**config.mk**
```make
export PLATFORM = sky130hd
export DESIGN_NAME = ap_txn_profiler
export DESIGN_NICKNAME = d
export VERILOG_FILES = /design/src/rtl/ap_txn_profiler.sv
export SDC_FILE = /design/constraint.sdc
export NUM_CORES = 1
export LEC_CHECK = 0
export CELL_PAD_IN_SITES_DETAIL_PLACEMENT = 1
export CELL_PAD_IN_SITES_GLOBAL_PLACEMENT = 2
export CORE_AREA = 2 2 289 362
export DETAILED_ROUTE_END_ITERATION = 6
export DIE_AREA = 0 0 291 364
export PLACE_DENSITY = 0.53
export RECOVER_POWER = 100
export SLEW_MARGIN = 0
export SYNTH_ARGS = -nofsm -noshare
export SYNTH_HDL_FRONTEND = slang
export SYNTH_SLANG_ARGS = --single-unit
```
**constraint.sdc**
```tcl
create_clock -name clock -period 21.4 [get_ports clock]
set_input_delay 4.28 -clock clock [delete_from_list [all_inputs] [get_ports clock]]
set_output_delay 4.28 -clock clock [all_outputs]
set_load 0.005 [all_outputs]
```
**src/rtl/ap_txn_profiler.sv**
```systemverilog
// ap_txn_profiler: watches an ap_ctrl_hs handshake, timestamps starts and
// dones, and queues one {id, latency, interval} record per transaction.
// Ports: clock, reset (async, active-high); ap_start/ap_ready/ap_done/
// ap_continue observed handshake; finish ends the window; rec_valid/
// rec_ready/rec_id/rec_latency/rec_interval drain the record FIFO;
// txn_count, overflow (sticky drop flag) and busy are status outputs.
// Define APTP_INTERVAL_EN to keep the interval field; otherwise it reads 0.
module ap_txn_profiler #(
    parameter int CNT_W       = 32,
    parameter int ID_W        = 8,
    parameter int DEPTH       = 8,
    parameter int OUTSTANDING = 4
) (
    input  logic             clock,
    input  logic             reset,
    input  logic             ap_start,
    input  logic             ap_ready,
    input  logic             ap_done,
    input  logic             ap_continue,
    input  logic             finish,
    output logic             rec_valid,
    input  logic             rec_ready,
    output logic [ID_W-1:0]  rec_id,
    output logic [CNT_W-1:0] rec_latency,
    output logic [CNT_W-1:0] rec_interval,
    output logic [ID_W-1:0]  txn_count,
    output logic             overflow,
    output logic             busy
);

    localparam int QAW = (OUTSTANDING > 1) ? $clog2(OUTSTANDING) : 1;
    localparam int QCW = $clog2(OUTSTANDING + 1);
    localparam int FAW = $clog2(DEPTH);
    localparam int FCW = $clog2(DEPTH + 1);
    localparam logic [QAW-1:0] QLAST = QAW'(OUTSTANDING - 1);
    localparam logic [QCW-1:0] QFULL = QCW'(OUTSTANDING);
    localparam logic [FCW-1:0] FFULL = FCW'(DEPTH);

    typedef enum logic [1:0] {
        IDLE  = 2'd0,
        RUN   = 2'd1,
        DRAIN = 2'd2,
        STOP  = 2'd3
    } state_t;

    state_t state, state_nx;
    logic   run, active;

    logic [CNT_W-1:0] cyc;
    logic             armed;

    logic [CNT_W-1:0] ts_mem [OUTSTANDING];
    logic [QAW-1:0]   q_wr, q_rd;
    logic [QCW-1:0]   q_cnt, q_cnt_nx;
    logic             q_full, q_empty;

    logic [ID_W-1:0]  id_mem  [DEPTH];
    logic [CNT_W-1:0] lat_mem [DEPTH];
    logic [FAW-1:0]   f_wr, f_rd;
    logic [FCW-1:0]   f_cnt, f_cnt_nx;
    logic             f_full, f_push, f_pop;

    logic start_ev, done_ev, push_ts, pop_ts, q_wr_en, bypass, rec_gen;
    logic drop;
    logic [CNT_W-1:0] ts_sel, lat_val, int_val;

    function automatic logic [QAW-1:0] q_inc(input logic [QAW-1:0] p);
        return (p == QLAST) ? '0 : p + 1'b1;
    endfunction

    // FSM: state register
    always_ff @(posedge clock or posedge reset) begin
        if (reset) state <= IDLE;
        else       state <= state_nx;
    end

    // FSM: next state
    always_comb begin
        state_nx = state;
        unique case (state)
            IDLE:    state_nx = RUN;
            RUN:     if (finish) state_nx = DRAIN;
            DRAIN:   if (q_empty) state_nx = STOP;
            STOP:    state_nx = STOP;
            default: state_nx = IDLE;
        endcase
    end

    // FSM: outputs
    always_comb begin
        run    = 1'b0;
        active = 1'b0;
        unique case (state)
            RUN:     begin run = 1'b1; active = 1'b1; end
            DRAIN:   active = 1'b1;
            default: ;
        endcase
    end

    assign q_full  = (q_cnt == QFULL);
    assign q_empty = (q_cnt == '0);
    assign f_full  = (f_cnt == FFULL);

    assign start_ev = ap_start & armed & run;
    assign done_ev  = ap_done & ap_continue & active;
    assign push_ts  = start_ev & ~q_full;
    assign pop_ts   = done_ev & ~q_empty;
    // Start and done together on an empty queue: the start's timestamp
    // passes straight through without touching the queue.
    assign bypass   = done_ev & q_empty & push_ts;
    assign q_wr_en  = push_ts & ~bypass;
    assign rec_gen  = pop_ts | bypass;
    assign q_cnt_nx = q_cnt + QCW'(q_wr_en) - QCW'(pop_ts);

    assign ts_sel  = q_empty ? cyc : ts_mem[q_rd];
    assign lat_val = cyc - ts_sel;

    assign f_pop    = rec_valid & rec_ready;
    assign f_push   = rec_gen & (~f_full | f_pop);
    assign f_cnt_nx = f_cnt + FCW'(f_push) - FCW'(f_pop);

    assign drop = (start_ev & q_full)
                | (done_ev & q_empty & ~push_ts)
                | (rec_gen & f_full & ~f_pop);

    always_ff @(posedge clock or posedge reset) begin
        if (reset) begin
            cyc       <= '0;
            armed     <= 1'b1;
            txn_count <= '0;
            overflow  <= 1'b0;
            busy      <= 1'b0;
        end else begin
            if (active && cyc != '1) cyc <= cyc + 1'b1;
            if (ap_ready)      armed <= 1'b1;
            else if (start_ev) armed <= 1'b0;
            if (rec_gen) txn_count <= txn_count + 1'b1;
            if (drop)    overflow  <= 1'b1;
            busy <= (q_cnt_nx != '0);
        end
    end

    // Timestamp queue
    always_ff @(posedge clock or posedge reset) begin
        if (reset) begin
            for (int i = 0; i < OUTSTANDING; i++) ts_mem[i] <= '0;
            q_wr  <= '0;
            q_rd  <= '0;
            q_cnt <= '0;
        end else begin
            if (q_wr_en) begin
                ts_mem[q_wr] <= cyc;
                q_wr         <= q_inc(q_wr);
            end
            if (pop_ts) q_rd <= q_inc(q_rd);
            q_cnt <= q_cnt_nx;
        end
    end

    // Record FIFO
    always_ff @(posedge clock or posedge reset) begin
        if (reset) begin
            for (int i = 0; i < DEPTH; i++) begin
                id_mem[i]  <= '0;
                lat_mem[i] <= '0;
            end
            f_wr  <= '0;
            f_rd  <= '0;
            f_cnt <= '0;
        end else begin
            if (f_push) begin
                id_mem[f_wr]  <= txn_count;
                lat_mem[f_wr] <= lat_val;
                f_wr          <= f_wr + 1'b1;
            end
            if (f_pop) f_rd <= f_rd + 1'b1;
            f_cnt <= f_cnt_nx;
        end
    end

`ifdef APTP_INTERVAL_EN
    logic [CNT_W-1:0] int_mem [DEPTH];
    logic [CNT_W-1:0] prev_ts;
    logic             have_prev;

    assign int_val = have_prev ? ts_sel - prev_ts : '0;

    always_ff @(posedge clock or posedge reset) begin
        if (reset) begin
            for (int i = 0; i < DEPTH; i++) int_mem[i] <= '0;
            prev_ts   <= '0;
            have_prev <= 1'b0;
        end else begin
            if (f_push) int_mem[f_wr] <= int_val;
            if (rec_gen) begin
                prev_ts   <= ts_sel;
                have_prev <= 1'b1;
            end
        end
    end

    assign rec_interval = int_mem[f_rd];
`else
    assign int_val      = '0;
    assign rec_interval = int_val;
`endif

    assign rec_valid   = (f_cnt != '0);
    assign rec_id      = id_mem[f_rd];
    assign rec_latency = lat_mem[f_rd];

endmodule

```
==> results_dict.tcl <==
set metrics [dict create \
    synthTopCellsByArea "dfrtp_1, mux4_2, mux2_2" \
    yosysMostFrequentCell "nand2_1" \
    htreeDepth 2 \
    wirelength_um 78000 \
    netlist_area_um2 25400 \
    wl_met1_um 33200 \
    leakagePower_nw 13.4 \
    power_density_nw_per_um2 125 \
    worstPathRequired_ps 21080 \
    cts-buffers-inserted 58 \
    clkTransAtPathRegs_ps 60 \
    cp_num_buf_inv 3 \
    grt-ovfl-total 0 \
    worstPathMaxFanout 116 \
    wl_met3_um 1970 \
    cts_tree "yes" \
    start_util 0.247 \
    synth_flop_cell "dfrtp_1" \
    dieArea_um2 106000 \
    drc 0 \
    setup_violations 0 \
    die_w_um 291 \
    top_layer "met4" \
    antenna_found_initial 2 \
    nets 2338 \
    end_kind "async pin" \
    antenna_left 0 \
    hold_class "register to register" \
    finalPower_mw 3.62 \
    worst_skew_pair.late_latency_ps 630 \
    fmax_mhz 84.6 \
    clockBufferDepth 3 \
    io_pins 91 \
    post_cts_buffers 0 \
    layout-drive-gt1-share 0.172 \
    maxSlewViolCount 1234 \
    syn_inst 2287 \
    synth.largest_area_cell "dfrtp_1" \
    cap_violations 26 \
    yosysWarningCount 0 \
    port-buffer-count 58 \
    yosysSeqAreaShare 0.502 \
    coreArea_um2 103000 \
    synth-seq-cells 510 \
    arrival_ps 11490 \
    ir_drop_mv 0.0724 \
    rsz0062_at_grt "no" \
    grt_max_degree 117 \
    wire_per_inst_um 21.3 \
    track_usage 0.149 \
    tightest_slew_ps 5620 \
    synth.top_cells.by_count "nand2_1, dfrtp_1, mux2_2" \
    status "finished with violations" \
    crit_chain "dlygate4sd3_1 -> clkinvlp_2 -> clkbuf_1" \
    routed_via_density 4.65 \
    synth_edf_count 0 \
    async_reset_ff_frac 1.00 \
    crit_family "buffers and inverters" \
    synth.distinct_cells 72 \
    clock_sinks 510 \
    clockRootBuffer "clkbuf_16" \
    drt_iter0_drc 756 \
    area_growth_pct 13.6 \
    holdWs_ps 474 \
    gp_congestion 0.711 \
    cts_resized 0 \
    via_count 17026 \
    dpl.hpwl_um 50300 \
    max-slew-margin-rel -2.75 \
    die_h_um 364 \
    hold_viol 0 \
    holdBufCountCts 0 \
    ff2ff_setup_slack_ps 15520 \
    n_fill_cell 11315 \
    failed_checks "capacitance limit, slew limit" \
    cpMaxStageDelayCell "clkbuf_1" \
    avgSynthCellArea_um2 11.1 \
    crit_path_max_incr_delay_ps 3360 \
    grt_pass1_wl_um 121000 \
    finalCriticalPeriod_ps 11820 \
    crit_type "input pin to async pin" \
    fin_crit_sh 0.552 \
    synth.top_cell.area_share 0.501 \
    met2_wirelength_um 41000 \
    startpoint_type "input pin" \
    setup_tns_ps 0 \
    detail_route.first_pass.iterations 5 \
    grt_pass1_vias 18917 \
    rows 132 \
    finalClockSkew_ps 18.8 \
]
[worst paths after layout]
path                                                  to                startpoint  cells after the start
worst max-delay path             lat_mem[68]$_DFFE_PP0P_                     reset                      3
min in group asynchronous           state[0]$_DFFE_PP0P_                     reset                      2
max in group clock                       rec_latency[31]       f_rd[1]$_DFFE_PP0N_                      4
worst max register to register   lat_mem[95]$_DFFE_PP0P_        q_cnt[2]$_DFF_PP0_                     11
worst min-delay path            lat_mem[169]$_DFFE_PP0P_  lat_mem[169]$_DFFE_PP0P_                      2
worst min register to register  lat_mem[169]$_DFFE_PP0P_  lat_mem[169]$_DFFE_PP0P_                      2
[where the power goes]
part	internal [mW]	switching, mW	leakage, nW
logic	0.497	0.866	5.50
clock network	0.578	0.423	0.940
registers	1.11	0.147	6.99
[through the flow]
stage / std cells / utilization / setup WS [ps] / area [um^2]
floorplan: 2318 / - / 2880 / 25500
finish: 3660 / 0.281 / 9580 / 28900
global placement: 3553 / 0.265 / 13620 / 27200
CTS: 3658 / 0.283 / 13360 / 29100
detailed placement: 3553 / 0.265 / 13600 / 27200
global route: 3658 / 0.281 / 8050 / 28900
[routing by layer]
metal  vias to the layer above  global-route usage
li1                       7890                   -
met1                      8858               0.180
met2                       187               0.275
met3                        91              0.0204
met4                         0              0.0425
met5                         -                   0
[cell families (layout without fill, tap and decap cells)]
logic type,Yosys count,after routing,synth area share
other,1,34,0.000147
AO/OA/AOI/OAI,308,308,0.0739
AND/OR/NAND/NOR,762,762,0.127
XOR/XNOR,71,71,0.0247
adder cells (fa/ha/maj),57,57,0.0289
buffers and inverters,229,229,0.0411
multiplexers,349,349,0.202
flip-flops,510,510,0.502
[worst register-to-register path, cell delays in order (launching register included)]
cell and delay [ps]:
dfrtp_1 470, nor3_4 220, buf_4 340, buf_4 480, a21oi_1 380, and2_0 390
nand2_1 220, or2_0 1290, clkbuf_1 1410, nor2_1 120, a222oi_1 360, nand2_1 90
[cells in the final DEF (no fill, tap or decap), types with 4 or more instances in the layout]
| cell | count |
|---|---|
| nand3_1 | 24 |
| o21bai_1 | 4 |
| clkdlybuf4s50_1 | 28 |
| dfrtp_1 | 507 |
| and2_1 | 4 |
| or3_1 | 7 |
| nor2b_1 | 6 |
| xor2_1 | 25 |
| xnor2_1 | 45 |
| a21o_1 | 18 |
| mux2_1 | 24 |
| clkinv_2 | 9 |
| mux4_2 | 112 |
| a211oi_1 | 11 |
| clkbuf_1 | 41 |
| o21ai_0 | 182 |
| o211ai_1 | 4 |
| a31oi_1 | 5 |
| conb_1 | 32 |
| dlygate4sd3_1 | 30 |
| nand2b_1 | 12 |
| o311ai_0 | 8 |
| clkbuf_16 | 59 |
| inv_1 | 28 |
| mux2i_1 | 45 |
| o21ai_1 | 6 |
| mux2_2 | 168 |
| nor3_1 | 46 |
| o32a_1 | 8 |
| ha_1 | 54 |
| nor2_1 | 65 |
| a21oi_1 | 37 |
| nand4_1 | 21 |
| and3_1 | 13 |
| buf_4 | 10 |
| nand2_1 | 539 |
| a222oi_1 | 8 |
| clkbuf_8 | 18 |
[layout make-up]
cell class	count	area, um^2	area share
Sequential cell	510	12800	0.442
Multi-Input combinational cell	1579	11700	0.405
Clock buffer	91	1780	0.0615
Tap cell	1340	1680	0.0580
Timing Repair Buffer	95	757	0.0262
Clock inverter	14	110	0.00381
Inverter	29	110	0.00381
Antenna cell	2	5.00	0.000173
[sequential cells by signal, indices dropped and copies added (netlist names), 3 cells and up]
register   flops
lat_mem      256
ts_mem       128
cyc           32
f_cnt          4
q_cnt          3
f_wr           3
id_mem        64
txn_count      8
f_rd           3
(Power assumes the default switching activity.)
